<file path="config.mk">
export PLATFORM = sky130hd
export DESIGN_NAME = iram_loader
export DESIGN_NICKNAME = d
export VERILOG_FILES = /design/src/rtl/iram_loader_pkg.sv /design/src/rtl/iram_loader_timeout.sv /design/src/rtl/iram_loader.sv
export SDC_FILE = /design/constraint.sdc
export NUM_CORES = 1
export LEC_CHECK = 0
export ABC_AREA = 1
export BUFFER_PORTS_ARGS = -buffer_cell sky130_fd_sc_hd__buf_2
export CORE_ASPECT_RATIO = 1.1
export CORE_MARGIN = 8
export CORE_UTILIZATION = 25
export CTS_CLUSTER_DIAMETER = 150
export CTS_CLUSTER_SIZE = 25
export DETAILED_ROUTE_END_ITERATION = 10
export GPL_TIMING_DRIVEN = 0
export HOLD_SLACK_MARGIN = 0.06
export SLEW_MARGIN = 20
export SYNTH_ARGS = -nofsm -noshare
export SYNTH_HDL_FRONTEND = slang
export SYNTH_SLANG_ARGS = --single-unit
export TNS_END_PERCENT = 1
</file>
<file path="constraint.sdc">
create_clock -name clk -period 8 [get_ports clk]
set_input_delay 1.2 -clock clk [delete_from_list [all_inputs] [get_ports clk]]
set_output_delay 1.2 -clock clk [all_outputs]
set_load 0.1 [all_outputs]
</file>
<file path="src/rtl/iram_loader_pkg.sv">
// Shared types and constants for the instruction RAM bootloader.
// IRAM_LOADER_CHECKSUM_EN adds the trailing checksum state.
package iram_loader_pkg;

    localparam logic [7:0] SYNC_BYTE_DEF = 8'hA5;

    // Byte offsets within a frame; the header states reuse them as their encoding.
    localparam int OFS_SYNC   = 0;
    localparam int OFS_ADDR_H = 1;
    localparam int OFS_ADDR_L = 2;
    localparam int OFS_CNT_H  = 3;
    localparam int OFS_CNT_L  = 4;
    localparam int OFS_DATA   = 5;

    typedef enum logic [2:0] {
        ST_IDLE   = 3'(OFS_SYNC),
        ST_ADDR_H = 3'(OFS_ADDR_H),
        ST_ADDR_L = 3'(OFS_ADDR_L),
        ST_CNT_H  = 3'(OFS_CNT_H),
        ST_CNT_L  = 3'(OFS_CNT_L),
        ST_DATA_H = 3'(OFS_DATA),
        ST_DATA_L = 3'(OFS_DATA + 1)
`ifdef IRAM_LOADER_CHECKSUM_EN
        ,
        ST_CSUM   = 3'(OFS_DATA + 2)
`endif
    } state_t;

    function automatic logic [7:0] csum_add(input logic [7:0] sum, input logic [7:0] b);
        return sum + b;
    endfunction

endpackage

</file>
<file path="src/rtl/iram_loader_timeout.sv">
// Inter-byte gap counter: counts idle cycles while enabled, flags the final allowed cycle.
// Saturates at its terminal value so a held enable cannot wrap it.
module loader_timeout #(
    parameter int unsigned TIMEOUT_CYCLES = 1000000
) (
    input  logic clk,
    input  logic rst,
    input  logic clear,
    input  logic enable,
    output logic expired
);

    localparam int CW = (TIMEOUT_CYCLES > 1) ? $clog2(TIMEOUT_CYCLES) : 1;
    localparam logic [CW-1:0] TERM = CW'(TIMEOUT_CYCLES - 1);

    logic [CW-1:0] gap_q;
    logic [CW-1:0] gap_d;

    always_comb begin
        gap_d = gap_q;
        if (!enable || clear) begin
            gap_d = '0;
        end else if (gap_q != TERM) begin
            gap_d = gap_q + CW'(1);
        end
    end

    always_ff @(posedge clk or posedge rst) begin
        if (rst) begin
            gap_q <= '0;
        end else begin
            gap_q <= gap_d;
        end
    end

    // A byte arriving in the terminal cycle wins over the expiry.
    assign expired = enable && !clear && (gap_q == TERM);

endmodule

</file>
<file path="src/rtl/iram_loader.sv">
// Framed byte-stream loader driving the instruction RAM write port and CPU hold.
// Optional trailing checksum byte is enabled by defining IRAM_LOADER_CHECKSUM_EN.
//
// state  | meaning
// IDLE   | waiting for sync byte, other bytes ignored
// ADDR_H | expecting start address high byte
// ADDR_L | expecting start address low byte
// CNT_H  | expecting word count high byte
// CNT_L  | expecting word count low byte
// DATA_H | expecting high byte of next word
// DATA_L | expecting low byte of next word, issues the write
// CSUM   | expecting checksum byte (checksum build only)
module iram_loader
    import iram_loader_pkg::*;
#(
    parameter int unsigned ADDR_W         = 16,
    parameter int unsigned TIMEOUT_CYCLES = 1000000,
    parameter logic [7:0]  SYNC_BYTE      = SYNC_BYTE_DEF
) (
    input  logic              clk,
    input  logic              rst,
    input  logic [7:0]        rx_data,
    input  logic              rx_valid,
    output logic [ADDR_W-1:0] w_addr,
    output logic [15:0]       din,
    output logic              w_en,
    output logic              busy,
    output logic              done,
    output logic              err,
    output logic              cpu_hold
);

    state_t            state_q, state_d;
    logic [ADDR_W-1:0] addr_q, addr_d;
    logic [7:0]        ahi_q, ahi_d;
    logic [15:0]       cnt_q, cnt_d;
    logic [7:0]        hi_q, hi_d;
    logic [ADDR_W-1:0] w_addr_q, w_addr_d;
    logic [15:0]       din_q, din_d;
    logic              w_en_q, w_en_d;
    logic              done_q, done_d;
    logic              err_q, err_d;
    logic              hold_q, hold_d;
    logic              last_byte;
    logic              tmo_expired;
`ifdef IRAM_LOADER_CHECKSUM_EN
    logic [7:0]        csum_q, csum_d;
    logic [7:0]        csum_sum;
`endif

    loader_timeout #(
        .TIMEOUT_CYCLES(TIMEOUT_CYCLES)
    ) u_timeout (
        .clk    (clk),
        .rst    (rst),
        .clear  (rx_valid),
        .enable (state_q != ST_IDLE),
        .expired(tmo_expired)
    );

    always_comb begin
        state_d   = state_q;
        addr_d    = addr_q;
        ahi_d     = ahi_q;
        cnt_d     = cnt_q;
        hi_d      = hi_q;
        w_addr_d  = w_addr_q;
        din_d     = din_q;
        w_en_d    = 1'b0;
        done_d    = 1'b0;
        err_d     = err_q;
        hold_d    = hold_q;
        last_byte = 1'b0;
`ifdef IRAM_LOADER_CHECKSUM_EN
        csum_d    = csum_q;
        csum_sum  = csum_add(csum_q, rx_data);
`endif

        if (tmo_expired) begin
            // cpu_hold is left asserted so a half-loaded image never runs.
            state_d = ST_IDLE;
            err_d   = 1'b1;
        end else if (rx_valid) begin
`ifdef IRAM_LOADER_CHECKSUM_EN
            if (state_q != ST_IDLE && state_q != ST_CSUM) begin
                csum_d = csum_sum;
            end
`endif
            case (state_q)
                ST_IDLE: begin
                    if (rx_data == SYNC_BYTE) begin
                        err_d   = 1'b0;
                        hold_d  = 1'b1;
                        state_d = ST_ADDR_H;
`ifdef IRAM_LOADER_CHECKSUM_EN
                        csum_d  = 8'h00;
`endif
                    end
                end
                ST_ADDR_H: begin
                    ahi_d   = rx_data;
                    state_d = ST_ADDR_L;
                end
                ST_ADDR_L: begin
                    addr_d  = ADDR_W'({ahi_q, rx_data});
                    state_d = ST_CNT_H;
                end
                ST_CNT_H: begin
                    cnt_d   = {rx_data, 8'h00};
                    state_d = ST_CNT_L;
                end
                ST_CNT_L: begin
                    cnt_d = {cnt_q[15:8], rx_data};
                    if ({cnt_q[15:8], rx_data} == 16'h0000) begin
                        last_byte = 1'b1;
                    end else begin
                        state_d = ST_DATA_H;
                    end
                end
                ST_DATA_H: begin
                    hi_d    = rx_data;
                    state_d = ST_DATA_L;
                end
                ST_DATA_L: begin
                    w_en_d   = 1'b1;
                    w_addr_d = addr_q;
                    din_d    = {hi_q, rx_data};
                    addr_d   = addr_q + ADDR_W'(1);
                    cnt_d    = cnt_q - 16'd1;
                    if (cnt_q == 16'd1) begin
                        last_byte = 1'b1;
                    end else begin
                        state_d = ST_DATA_H;
                    end
                end
`ifdef IRAM_LOADER_CHECKSUM_EN
                ST_CSUM: begin
                    state_d = ST_IDLE;
                    if (csum_sum == 8'h00) begin
                        done_d = 1'b1;
                        hold_d = 1'b0;
                    end else begin
                        err_d  = 1'b1;
                    end
                end
`endif
                default: state_d = ST_IDLE;
            endcase

            if (last_byte) begin
`ifdef IRAM_LOADER_CHECKSUM_EN
                state_d = ST_CSUM;
`else
                state_d = ST_IDLE;
                done_d  = 1'b1;
                hold_d  = 1'b0;
`endif
            end
        end
    end

    always_ff @(posedge clk or posedge rst) begin
        if (rst) begin
            state_q  <= ST_IDLE;
            addr_q   <= '0;
            ahi_q    <= '0;
            cnt_q    <= '0;
            hi_q     <= '0;
            w_addr_q <= '0;
            din_q    <= '0;
            w_en_q   <= 1'b0;
            done_q   <= 1'b0;
            err_q    <= 1'b0;
            hold_q   <= 1'b0;
`ifdef IRAM_LOADER_CHECKSUM_EN
            csum_q   <= '0;
`endif
        end else begin
            state_q  <= state_d;
            addr_q   <= addr_d;
            ahi_q    <= ahi_d;
            cnt_q    <= cnt_d;
            hi_q     <= hi_d;
            w_addr_q <= w_addr_d;
            din_q    <= din_d;
            w_en_q   <= w_en_d;
            done_q   <= done_d;
            err_q    <= err_d;
            hold_q   <= hold_d;
`ifdef IRAM_LOADER_CHECKSUM_EN
            csum_q   <= csum_d;
`endif
        end
    end

    assign w_addr   = w_addr_q;
    assign din      = din_q;
    assign w_en     = w_en_q;
    assign busy     = (state_q != ST_IDLE);
    assign done     = done_q;
    assign err      = err_q;
    assign cpu_hold = hold_q;

endmodule

</file>
==> flow_metrics.env <==
export IMPL_grt_pass1_wl_um=24900
export IMPL_gp_congestion=0.847
export IMPL_setup_viol_count_final=0
export IMPL_max_cap_violations=0
export IMPL_syn_area_mm2=0.00564
export IMPL_fin_crit_ns=2.86
export IMPL_layout_cells_non_filler=1125
export IMPL_clk_latency_ns=0.35
export IMPL_place_inst=1108
export IMPL_hold_violations=0
export IMPL_ys_ff_latch=107
export IMPL_vdd_drop_max_uv=140
export IMPL_timing_final_crit_share_pct=35.8
export IMPL_drt_iter0_markers=388
export IMPL_start_kind="flip-flop"
export IMPL_clock_fmax_mhz=349
export IMPL_cp_max_fo=10
export IMPL_cp_arrival_ns=1.66
export IMPL_ys_warn_count=0
export IMPL_outcome="complete, no violations"
export IMPL_crit_type="reg2out"
export IMPL_wl_um=15100
export IMPL_cts_tree="yes"
export IMPL_antenna_found_initial=5
export IMPL_synth_area_leaders="dfrtp_1, nand2_1, nor2_1"
export IMPL_slowest_delay_ns=0.43
export IMPL_drc_errors=0
export IMPL_area_delta_synth_final_pct=17.2
export IMPL_postCtsSetupRepairBufs=0
export IMPL_ctsResizeCount=0
export IMPL_p_clk_share_pct=18.0
export IMPL_power_switching_mw=1.40
export IMPL_wl_per_cell_um=13.4
export IMPL_grt_usage_pct=11.0
export IMPL_clock_sinks=107
export IMPL_grt_max_degree=71
export IMPL_crit_path_end_kind="output port"
export IMPL_relSlewSlack_pct=66.9
export IMPL_die_h_um=173
export IMPL_grt_pass1_vias=4790
export IMPL_grt_remaining_overflow=0
export IMPL_cts_root_buf="clkbuf_16"
export IMPL_tightest_slew_ns=0.500
export IMPL_p_comb_share_pct=49.8
export IMPL_yosysTopAreaCellShare_pct=47.5
export IMPL_core_mm2=0.0221
export IMPL_worst_slack_ns=5.14
export IMPL_fp_dieW_um=159
export IMPL_finalSetupTns_ns=0
export IMPL_ioPinCount=48
export IMPL_p_int_mw=1.32
export IMPL_port_buffers=47
export IMPL_fin_area_mm2=0.00661
export IMPL_cts_hold_buf=0
export IMPL_crit_chain="buf_4 -> nor3_2 -> inv_1 -> buf_2"
export IMPL_synth_cell_types=35
export IMPL_syn_nets=780
export IMPL_rows=57
export IMPL_synth_top_area_cell="dfrtp_1"
export IMPL_pwr_density_cell_mw_per_mm2=412
export IMPL_swShare_pct=51.5
export IMPL_required_ns=6.80
export IMPL_dpl_worst_slack_ns=5.46
export IMPL_nNetsFinal=839
export IMPL_clk_pin_slew_ns=0.07
export IMPL_dp_hpwl_um=11100
export IMPL_fillers=2424
export IMPL_synth_cells=765
export IMPL_fin_util_pct=29.9
export IMPL_first_pass_iters=4
export IMPL_synth_avg_cell_area_um2=7.37
export IMPL_power_leakage_nw=3.22
export IMPL_yosysSeqAreaShare_pct=47.5
export IMPL_placedInstanceArea_mm2=0.00627
export IMPL_grt_setup_unrepaired="no"
export IMPL_initial_core_util_pct=25.5
export IMPL_clk_path_buf_depth=2
export IMPL_num_vias=5084
export IMPL_drv_slew=0
export IMPL_seqPwrFrac_pct=32.2
export IMPL_via_per_inst=4.52
export IMPL_htreeDepth=3
export IMPL_die_area_mm2=0.0276
export IMPL_drive_gt1_share_pct=13.3
export IMPL_hold_path_class="reg2reg"
export IMPL_slowest_stage="dfrtp_1"
export IMPL_cts_buffers=9
export IMPL_antenna_left=0
export IMPL_finClkSkew_ns=0.0108
## per-layer routing
layer	wire [um]	part of all wire (%)	vias to the layer above	global-route usage, %
met2	6910	46	91	17.6
met3	698	4.6	23	2.54
met4	268	1.8	8	4.56
met5	46	0.31	-	0
li1	-	-	2570	-
met1	7140	47	2392	14.2
## cell families (layout without fill, tap and decap cells)
logic type	Yosys count	in the layout	share of synthesized area, %
AO/OA/AOI/OAI	120	120	11.3
XOR/XNOR	1	1	0.155
adder cells (fa/ha/maj)	4	4	0.888
buffers and inverters	98	162	7.57
flip-flops	107	107	47.5
other	0	1	0
AND/OR/NAND/NOR	435	435	32.5
## synthesized netlist by cell type
| cell type | instances |
|---|---|
| nand2_2 | 1 |
| a21o_1 | 1 |
| dfrtp_1 | 107 |
| nor2_4 | 4 |
| nand3_1 | 49 |
| a21boi_1 | 2 |
| nand3_2 | 2 |
| o22ai_1 | 5 |
| nor3b_1 | 1 |
| buf_6 | 3 |
| a21oi_1 | 23 |
| nor2_2 | 4 |
| buf_2 | 9 |
| buf_4 | 6 |
| inv_1 | 70 |
| o21bai_1 | 3 |
| or2_2 | 6 |
| o21a_1 | 2 |
| nor3_2 | 1 |
| o21ai_1 | 28 |
| inv_4 | 1 |
| xor2_1 | 1 |
| nand4_1 | 14 |
| nor3_1 | 6 |
| nand2_1 | 249 |
| clkbuf_1 | 2 |
| o21ai_0 | 50 |
| a22oi_1 | 3 |
| a31oi_1 | 2 |
| ha_1 | 4 |
| inv_2 | 7 |
| nand2_4 | 2 |
| or2_0 | 1 |
| o211ai_1 | 1 |
| nor2_1 | 95 |
## worst max-delay path, delay by kind of cell (launching register included)
kind                   cells  cell delay [ns]
buffers and inverters      3             0.57
DFF                        1             0.43
and+or+nand+nor            1             0.30
## power by group through the flow
stage	Clock, mW	Combinational, mW	Sequential [mW]
3_5_place_dp	0	1.37	0.881
3_3_place_gp	0	1.35	0.880
4_1_cts	0.504	1.37	0.874
6_report	0.490	1.36	0.877
2_1_floorplan	0	0.602	1.35
5_1_grt	0.522	1.48	0.904
## area by class of cell
cell class	count	area, um2	area share [%]
Tap cell	295	369	5.59
Timing Repair Buffer	48	263	3.98
Buffer	20	131	1.99
Multi-Input combinational cell	560	2530	38.3
Antenna cell	1	2.50	0.0379
Sequential cell	107	2680	40.5
Clock buffer	12	256	3.88
Clock inverter	4	72.6	1.10
Inverter	78	300	4.55
## sequential cells by signal (all words and copies together) (netlist names)
signal           cells
err                  1
din                 16
w_en                 1
state_q              3
w_addr              16
done                 1
cnt_q               16
addr_q              16
u_timeout.gap_q     20
hi_q                 8
cpu_hold             1
ahi_q                8
## placed cells by master (no fill, tap or decap), types with 5 or more instances in the layout
master	n
a21oi_1	23
buf_2	56
inv_2	7
o21ai_1	28
buf_4	6
dfrtp_1	107
nand3_1	49
o22ai_1	5
nand4_1	14
nor2_1	95
clkbuf_16	9
nand2_1	249
o21ai_0	50
or2_2	6
nor3_1	6
inv_1	69
## path summary, 6_finish.rpt
check | start | endpoint | slack [ns] | depth (start not counted)
min in group asynchronous | rst | u_timeout.gap_q[15] | 0.84 | 2
worst max-delay path | state_q[2] | busy | 5.14 | 4
max in group asynchronous | rst | addr_q[11] | 6.47 | 3
worst max register to register | u_timeout.gap_q[0] | u_timeout.gap_q[16] | 6.25 | 8
worst min-delay path | din[13] | din[13] | 0.47 | 2
worst min register to register | din[13] | din[13] | 0.47 | 2
## stage by stage
stage,power (mW),hold WS [ns]
floorplan,1.96,0.446
global placement,2.23,0.450
detailed placement,2.25,0.455
CTS,2.74,0.472
global route,2.91,0.486
finish,2.72,0.468
(Power assumes the default switching activity.)
